--- config.mk ---
export PLATFORM = sky130hd
export DESIGN_NAME = uart_tx
export DESIGN_NICKNAME = d
export VERILOG_FILES = /design/src/rtl/uart_tx.sv
export SDC_FILE = /design/constraint.sdc
export NUM_CORES = 1
export LEC_CHECK = 0
export ABC_AREA = 1
export BUFFER_PORTS_ARGS = -buffer_cell sky130_fd_sc_hd__clkbuf_2
export CAP_MARGIN = 10
export CORE_MARGIN = 8
export CORE_UTILIZATION = 30
export CTS_CLUSTER_DIAMETER = 50
export DETAILED_ROUTE_END_ITERATION = 10
export GPL_TIMING_DRIVEN = 0
export PLACE_DENSITY_LB_ADDON = 0.08
export SLEW_MARGIN = 0
export SYNTH_ARGS = -nofsm -noshare
export SYNTH_HDL_FRONTEND = slang
export SYNTH_SLANG_ARGS = --single-unit
export TNS_END_PERCENT = 1
--- constraint.sdc ---
create_clock -name clk -period 2.4 [get_ports clk]
set_input_delay 0.12 -clock clk [delete_from_list [all_inputs] [get_ports clk]]
set_output_delay 0.12 -clock clk [all_outputs]
set_load 0.05 [all_outputs]
--- src/rtl/uart_tx.sv ---
// rtl/uart_tx.sv - serial transmitter with input FIFO, configurable data and stop bits

module uart_tx_fifo #(
  parameter int WIDTH = 8,
  parameter int DEPTH = 4
) (
  input  logic             clk,
  input  logic             reset,
  input  logic [WIDTH-1:0] wr_tdata,
  input  logic             wr_tvalid,
  output logic             wr_tready,
  output logic [WIDTH-1:0] rd_tdata,
  output logic             rd_tvalid,
  input  logic             rd_tready,
  output logic             empty_next
);
  localparam int AW = $clog2(DEPTH);
  localparam logic [AW:0] FULL_COUNT = (AW+1)'(DEPTH);

  logic [AW-1:0]    wr_ptr_q, wr_ptr_d;
  logic [AW-1:0]    rd_ptr_q, rd_ptr_d;
  logic [AW:0]      count_q, count_d;
  logic [WIDTH-1:0] mem_q [DEPTH];
  logic [WIDTH-1:0] mem_d [DEPTH];
  logic             push, pop;

  // Ready reflects only the registered occupancy; a same-cycle pop never raises it.
  assign wr_tready = (count_q != FULL_COUNT);
  assign rd_tvalid = (count_q != '0);
  assign rd_tdata  = mem_q[rd_ptr_q];
  assign push      = wr_tvalid && wr_tready;
  assign pop       = rd_tready && rd_tvalid;

  // Next pointers, occupancy and storage contents.
  always_comb begin
    mem_d    = mem_q;
    wr_ptr_d = wr_ptr_q;
    rd_ptr_d = rd_ptr_q;
    count_d  = count_q;
    if (push) begin
      mem_d[wr_ptr_q] = wr_tdata;
      wr_ptr_d        = wr_ptr_q + AW'(1);
    end
    if (pop) begin
      rd_ptr_d = rd_ptr_q + AW'(1);
    end
    case ({push, pop})
      2'b10:   count_d = count_q + (AW+1)'(1);
      2'b01:   count_d = count_q - (AW+1)'(1);
      default: count_d = count_q;
    endcase
    empty_next = (count_d == '0);
  end

  // Storage needs no reset; pointers and occupancy clear synchronously.
  always_ff @(posedge clk) begin
    mem_q <= mem_d;
    if (reset) begin
      wr_ptr_q <= '0;
      rd_ptr_q <= '0;
      count_q  <= '0;
    end else begin
      wr_ptr_q <= wr_ptr_d;
      rd_ptr_q <= rd_ptr_d;
      count_q  <= count_d;
    end
  end
endmodule

module uart_tx #(
  parameter int CLOCK_HZ    = 27000000,
  parameter int BIT_RATE_HZ = 115200,
  parameter int DATA_BITS   = 8,
  parameter int STOP_BITS   = 1,
  parameter int FIFO_DEPTH  = 4
) (
  input  logic                 clk,
  input  logic                 reset,
  input  logic [DATA_BITS-1:0] tx_data,
  input  logic                 tx_valid,
  output logic                 tx_ready,
  output logic                 tx,
  output logic                 busy
);
  localparam int BIT_CYCLES = CLOCK_HZ / BIT_RATE_HZ;
  localparam int CW         = $clog2(BIT_CYCLES);
  localparam logic [CW-1:0] CYC_LAST  = CW'(BIT_CYCLES - 1);
  localparam logic [2:0]    DATA_LAST = 3'(DATA_BITS - 1);
  localparam logic [2:0]    STOP_LAST = 3'(STOP_BITS - 1);

  localparam logic [1:0] S_IDLE  = 2'd0;
  localparam logic [1:0] S_START = 2'd1;
  localparam logic [1:0] S_DATA  = 2'd2;
  localparam logic [1:0] S_STOP  = 2'd3;

  logic [1:0]           state_q, state_d;
  logic [CW-1:0]        cyc_q, cyc_d;
  logic [2:0]           bitn_q, bitn_d;
  logic [DATA_BITS-1:0] shift_q, shift_d;
  logic                 tx_q, tx_d;
  logic                 busy_q, busy_d;

  logic [DATA_BITS-1:0] fifo_tdata;
  logic                 fifo_tvalid;
  logic                 fifo_pop;
  logic                 fifo_empty_next;
  logic                 cyc_last;

  uart_tx_fifo #(
    .WIDTH (DATA_BITS),
    .DEPTH (FIFO_DEPTH)
  ) u_fifo (
    .clk        (clk),
    .reset      (reset),
    .wr_tdata   (tx_data),
    .wr_tvalid  (tx_valid),
    .wr_tready  (tx_ready),
    .rd_tdata   (fifo_tdata),
    .rd_tvalid  (fifo_tvalid),
    .rd_tready  (fifo_pop),
    .empty_next (fifo_empty_next)
  );

  assign cyc_last = (cyc_q == CYC_LAST);
  assign tx       = tx_q;
  assign busy     = busy_q;

  // Frame sequencer: start bit, LSB-first data, stop bits, chaining queued words with no gap.
  always_comb begin
    state_d  = state_q;
    cyc_d    = cyc_q;
    bitn_d   = bitn_q;
    shift_d  = shift_q;
    tx_d     = tx_q;
    fifo_pop = 1'b0;
    case (state_q)
      S_IDLE: begin
        tx_d = 1'b1;
        if (fifo_tvalid) begin
          fifo_pop = 1'b1;
          shift_d  = fifo_tdata;
          tx_d     = 1'b0;
          cyc_d    = '0;
          state_d  = S_START;
        end
      end
      S_START: begin
        if (cyc_last) begin
          cyc_d   = '0;
          tx_d    = shift_q[0];
          shift_d = shift_q >> 1;
          bitn_d  = '0;
          state_d = S_DATA;
        end else begin
          cyc_d = cyc_q + CW'(1);
        end
      end
      S_DATA: begin
        if (cyc_last) begin
          cyc_d = '0;
          if (bitn_q == DATA_LAST) begin
            tx_d    = 1'b1;
            bitn_d  = '0;
            state_d = S_STOP;
          end else begin
            tx_d    = shift_q[0];
            shift_d = shift_q >> 1;
            bitn_d  = bitn_q + 3'd1;
          end
        end else begin
          cyc_d = cyc_q + CW'(1);
        end
      end
      default: begin
        // Stop phase: bitn counts completed stop bits.
        if (cyc_last) begin
          cyc_d = '0;
          if (bitn_q == STOP_LAST) begin
            bitn_d = '0;
            if (fifo_tvalid) begin
              fifo_pop = 1'b1;
              shift_d  = fifo_tdata;
              tx_d     = 1'b0;
              state_d  = S_START;
            end else begin
              state_d = S_IDLE;
            end
          end else begin
            bitn_d = bitn_q + 3'd1;
          end
        end else begin
          cyc_d = cyc_q + CW'(1);
        end
      end
    endcase
  end

  // Busy is the registered image of "not idle or words still queued".
  always_comb begin
    busy_d = (state_d != S_IDLE) || !fifo_empty_next;
  end

  // State registers; reset aborts any frame and parks the line high.
  always_ff @(posedge clk) begin
    if (reset) begin
      state_q <= S_IDLE;
      cyc_q   <= '0;
      bitn_q  <= '0;
      shift_q <= '0;
      tx_q    <= 1'b1;
      busy_q  <= 1'b0;
    end else begin
      state_q <= state_d;
      cyc_q   <= cyc_d;
      bitn_q  <= bitn_d;
      shift_q <= shift_d;
      tx_q    <= tx_d;
      busy_q  <= busy_d;
    end
  end
endmodule

==> impl_metrics.json <==
{
  "via_count_of_the_first_global_routing_pass": 2312,
  "drt_pre_antenna_iters": 4,
  "io-pin-count": 14,
  "synth.top_cell.area_share_pct": 32.03,
  "yosys_top_cell_by_area": "sky130_fd_sc_hd__edfxtp_1",
  "synth_nets": 379,
  "critPathLaunch": "bitn_q[0]$_SDFFE_PP0P_",
  "cp_max_fo": 4,
  "status": "completed",
  "final_core_utilization_pct": 38.39,
  "worst-r2r-cell-count": 18,
  "maxCapViolCount": 0,
  "crit-reg2reg-capture": "busy$_SDFF_PP0_",
  "synth.cell_area_sq_mm": 0.003000,
  "crit_arrival_ps": 2550,
  "yosysWarningCount": 0,
  "max_slew_margin_pct": 45.06,
  "clk_pin_slew_worst_paths_ps": 80,
  "post-dp-hpwl_um": 4615,
  "critPathCaptureType": "register",
  "timing_hold_violations_final": 0,
  "layout_worst_path_cycle_share_pct": 96.25,
  "post_route_cells_drive_above_1_share_pct": 20.30,
  "drt-vias-per-instance": 4.402,
  "r2r_setup_slack_ps": 90,
  "tritoncts": "yes",
  "synthCells": 353,
  "average_footprint_of_a_synthesized_cell_sq_um": 8.500,
  "slew_violations": 0,
  "mostFrequentLayoutCells": "63 x sky130_fd_sc_hd__nand2_1, 60 x sky130_fd_sc_hd__nor2_1, 39 x sky130_fd_sc_hd__o21ai_0",
  "worst-setup-path-type": "register to register",
  "synth.distinct_cells": 31,
  "antenna_violations_before_repair": 0,
  "drt_iter0_drc": 106,
  "power_per_cell_area_mw_per_mm2": 1165,
  "clock_insertion_delay_worst_skew_ps": 360,
  "die_y_um": 116.0,
  "tightest_slew_ps": 821.0,
  "power_leakage_nw": 1.567,
  "cell_area_after_layout_sq_mm": 0.003735,
  "finalClockSkew_ps": 11.88,
  "synth_sequential_area_ratio_pct": 52.04,
  "wire_length_of_the_first_global_routing_pass_um": 11320,
  "groute.layer.met1.usage_pct": 13.01,
  "critPathRequiredTime_ps": 2640,
  "globalplace.congestion": 0.7525,
  "die-area_sq_mm": 0.01346,
  "num_vias": 2342,
  "power.ir.vdd_worst_uv": 404.7,
  "std_cell_rows": 36,
  "detail_route.wl_per_cell_um": 12.92,
  "min_tclk_post_route_ps": 2310,
  "reg_to_reg_critical_path_startpoint": "bitn_q[0]$_SDFFE_PP0P_",
  "global_route.overflow_total": 0,
  "worstPathCellList": "inv_2 -> ha_4 -> nand2_4 -> inv_2 -> nand2_4 -> o21ai_4 -> nand2_2 -> inv_2 -> ha_4 -> inv_2 -> fa_2 -> nand2_1 -> o21ai_2 -> nand2_1 -> nor2_1 -> nand2_1 -> nand2_1 -> nand2_1",
  "synth.top_cells.by_area": "sky130_fd_sc_hd__edfxtp_1 32%, sky130_fd_sc_hd__dfxtp_1 20%, sky130_fd_sc_hd__nand2_1 8.5%",
  "number_of_synthesized_register_bits": 62,
  "globalRouteMet2Util_pct": 18.34,
  "cts_num_sinks": 62,
  "max_clock_freq_mhz": 432.9,
  "core-area_sq_mm": 0.009729,
  "layout.cells.most_common": "sky130_fd_sc_hd__nand2_1",
  "starting_density_pct": 30.84,
  "detail-route-antenna-nets": 0,
  "number_of_clock_buffers_inserted_by_tritoncts": 9,
  "dpl-instance-area_sq_mm": 0.003232,
  "grt_util_met3_pct": 2.918,
  "groute.usage.overall_pct": 10.98,
  "grt_setup_unrepaired": "true",
  "most_frequent_cp_cell": "sky130_fd_sc_hd__nand2_1",
  "antenna_fix_cells": 0,
  "syn2layout_area_growth_pct": 24.48,
  "report.power.total_mw": 4.352,
  "clk_path_buf_depth": 2,
  "port-buffer-count": 13,
  "clock_tree.root_cell": "sky130_fd_sc_hd__clkbuf_8",
  "critical_path.slowest_cell": "sky130_fd_sc_hd__fa_2",
  "final_nets": 420,
  "wl_um": 6875,
  "setup_violations": 0,
  "gr_peak_layer": "met2",
  "timing.critical_path.slowest_cell_delay_ps": 500,
  "die_width_um": 116.0,
  "hp-class": "input port to register",
  "setup_total_negative_slack_ps": 0,
  "drcViolationCount": 0,
  "grt_start_max_net_pins": 14,
  "worst_setup_path_endpoint": "busy$_SDFF_PP0_",
  "cp-start-kind": "register",
  "number_of_h_tree_levels": 3
}
cell type report:
| type | count | area [sq um] |
|---|---|---|
| plain buffers | 9 | 51.30 |
| multi-input cells | 237 | 1334 |
| clock buffers | 9 | 123.9 |
| inverters | 45 | 171.4 |
| fillers | 1049 | 5995 |
| repair buffers | 30 | 212.7 |
| flip-flops and latches | 62 | 1572 |
| clock inverters | 7 | 103.9 |
| well taps | 133 | 166.4 |
cell usage after synthesis:
cell / instances
sky130_fd_sc_hd__o21ai_0: 40
sky130_fd_sc_hd__o22ai_1: 2
sky130_fd_sc_hd__nand2b_1: 1
sky130_fd_sc_hd__nor2_1: 60
sky130_fd_sc_hd__o21ai_1: 7
sky130_fd_sc_hd__nor3_1: 2
sky130_fd_sc_hd__nor2_2: 1
sky130_fd_sc_hd__a211oi_1: 2
sky130_fd_sc_hd__nand2_4: 2
sky130_fd_sc_hd__nand2_2: 2
sky130_fd_sc_hd__fa_1: 1
sky130_fd_sc_hd__o31ai_1: 1
sky130_fd_sc_hd__nand2_1: 68
sky130_fd_sc_hd__a21o_1: 1
sky130_fd_sc_hd__clkbuf_1: 2
sky130_fd_sc_hd__nor2_4: 1
sky130_fd_sc_hd__buf_6: 1
sky130_fd_sc_hd__o21ai_4: 1
sky130_fd_sc_hd__edfxtp_1: 32
sky130_fd_sc_hd__nand4_1: 1
sky130_fd_sc_hd__and3_1: 1
sky130_fd_sc_hd__dfxtp_1: 30
sky130_fd_sc_hd__nand3_1: 8
sky130_fd_sc_hd__buf_4: 1
sky130_fd_sc_hd__buf_2: 5
sky130_fd_sc_hd__inv_1: 43
sky130_fd_sc_hd__inv_2: 2
sky130_fd_sc_hd__o21ai_2: 1
sky130_fd_sc_hd__ha_1: 14
sky130_fd_sc_hd__xor2_1: 5
sky130_fd_sc_hd__a21oi_1: 15
flip-flops by register name, indices dropped and copies added (netlist names):
name,cells
u_fifo.mem_q,32
u_fifo.count_q,3
state_q,2
shift_q,8
cyc_q,8
busy,1
u_fifo.wr_ptr_q,2
u_fifo.rd_ptr_q,2
bitn_q,3
tx,1
cell families after synthesis:
kind of cell	after synthesis	synth area share, %
AND/OR/NAND/NOR	147	20.06
AO/OA/AOI/OAI	70	12.59
flip-flops	62	52.04
buffers and inverters	54	7.339
adder cells (fa/ha/maj)	15	6.506
XOR/XNOR	5	1.459
routing by layer:
| layer | share of wire [%] | vias up |
|---|---|---|
| li1 | - | 1230 |
| met1 | 48 | 1068 |
| met2 | 47 | 34 |
| met3 | 3.1 | 10 |
| met4 | 1.6 | 0 |
| met5 | 0 | - |
stage by stage:
| stage | std cells | hold WS (ps) | setup WS, ps |
|---|---|---|---|
| 4_1_cts | 529 | 27.55 | 3.042 |
| 6_report | 532 | 33.56 | 90.04 |
| 2_1_floorplan | 353 | 189.1 | 100.2 |
| 3_5_place_dp | 499 | 345.5 | -205.1 |
| 3_3_place_gp | 499 | 345.2 | -173.3 |
| 5_1_grt | 532 | 41.11 | -44.94 |
power by group:
group          internal (mW)  switching (mW)
sequential              1.30          0.0695
combinational          0.668            1.23
clock                  0.599           0.491
total                   2.56            1.79
critical path: cells and delay by family (launching register included):
family / cells / cell delay (ps)
AOI/OAI and AO/OA: 2 / 220
adders and majority gates: 3 / 770
buffers and inverters: 4 / 280
DFF: 1 / 330
and+or+nand+nor: 9 / 600
worst min path at each step:
stage                     startpoint                              end  slack (ps)  depth (start not counted)
after global routing           reset  u_fifo.rd_ptr_q[1]$_SDFFE_PP0P_          40                          2
final                          reset            cyc_q[0]$_SDFFE_PP0N_          30                          2
after global placement    tx_data[0]       u_fifo.mem_q[24]$_DFFE_PP_         350                          1
after floorplan                reset  u_fifo.rd_ptr_q[1]$_SDFFE_PP0P_         190                          1
after CTS                      reset            cyc_q[0]$_SDFFE_PP0N_          30                          2
after detailed placement  tx_data[3]       u_fifo.mem_q[27]$_DFFE_PP_         350                          1
repair_timing:
action,CTS,global route
gates resized for setup,20,19
setup buffers,6,3
hold endpoints to repair,32,0
hold buffers,8,0
setup endpoints to repair,2,2
pin swaps,3,8
No activity file was read; power rests on OpenSTA's default activity.
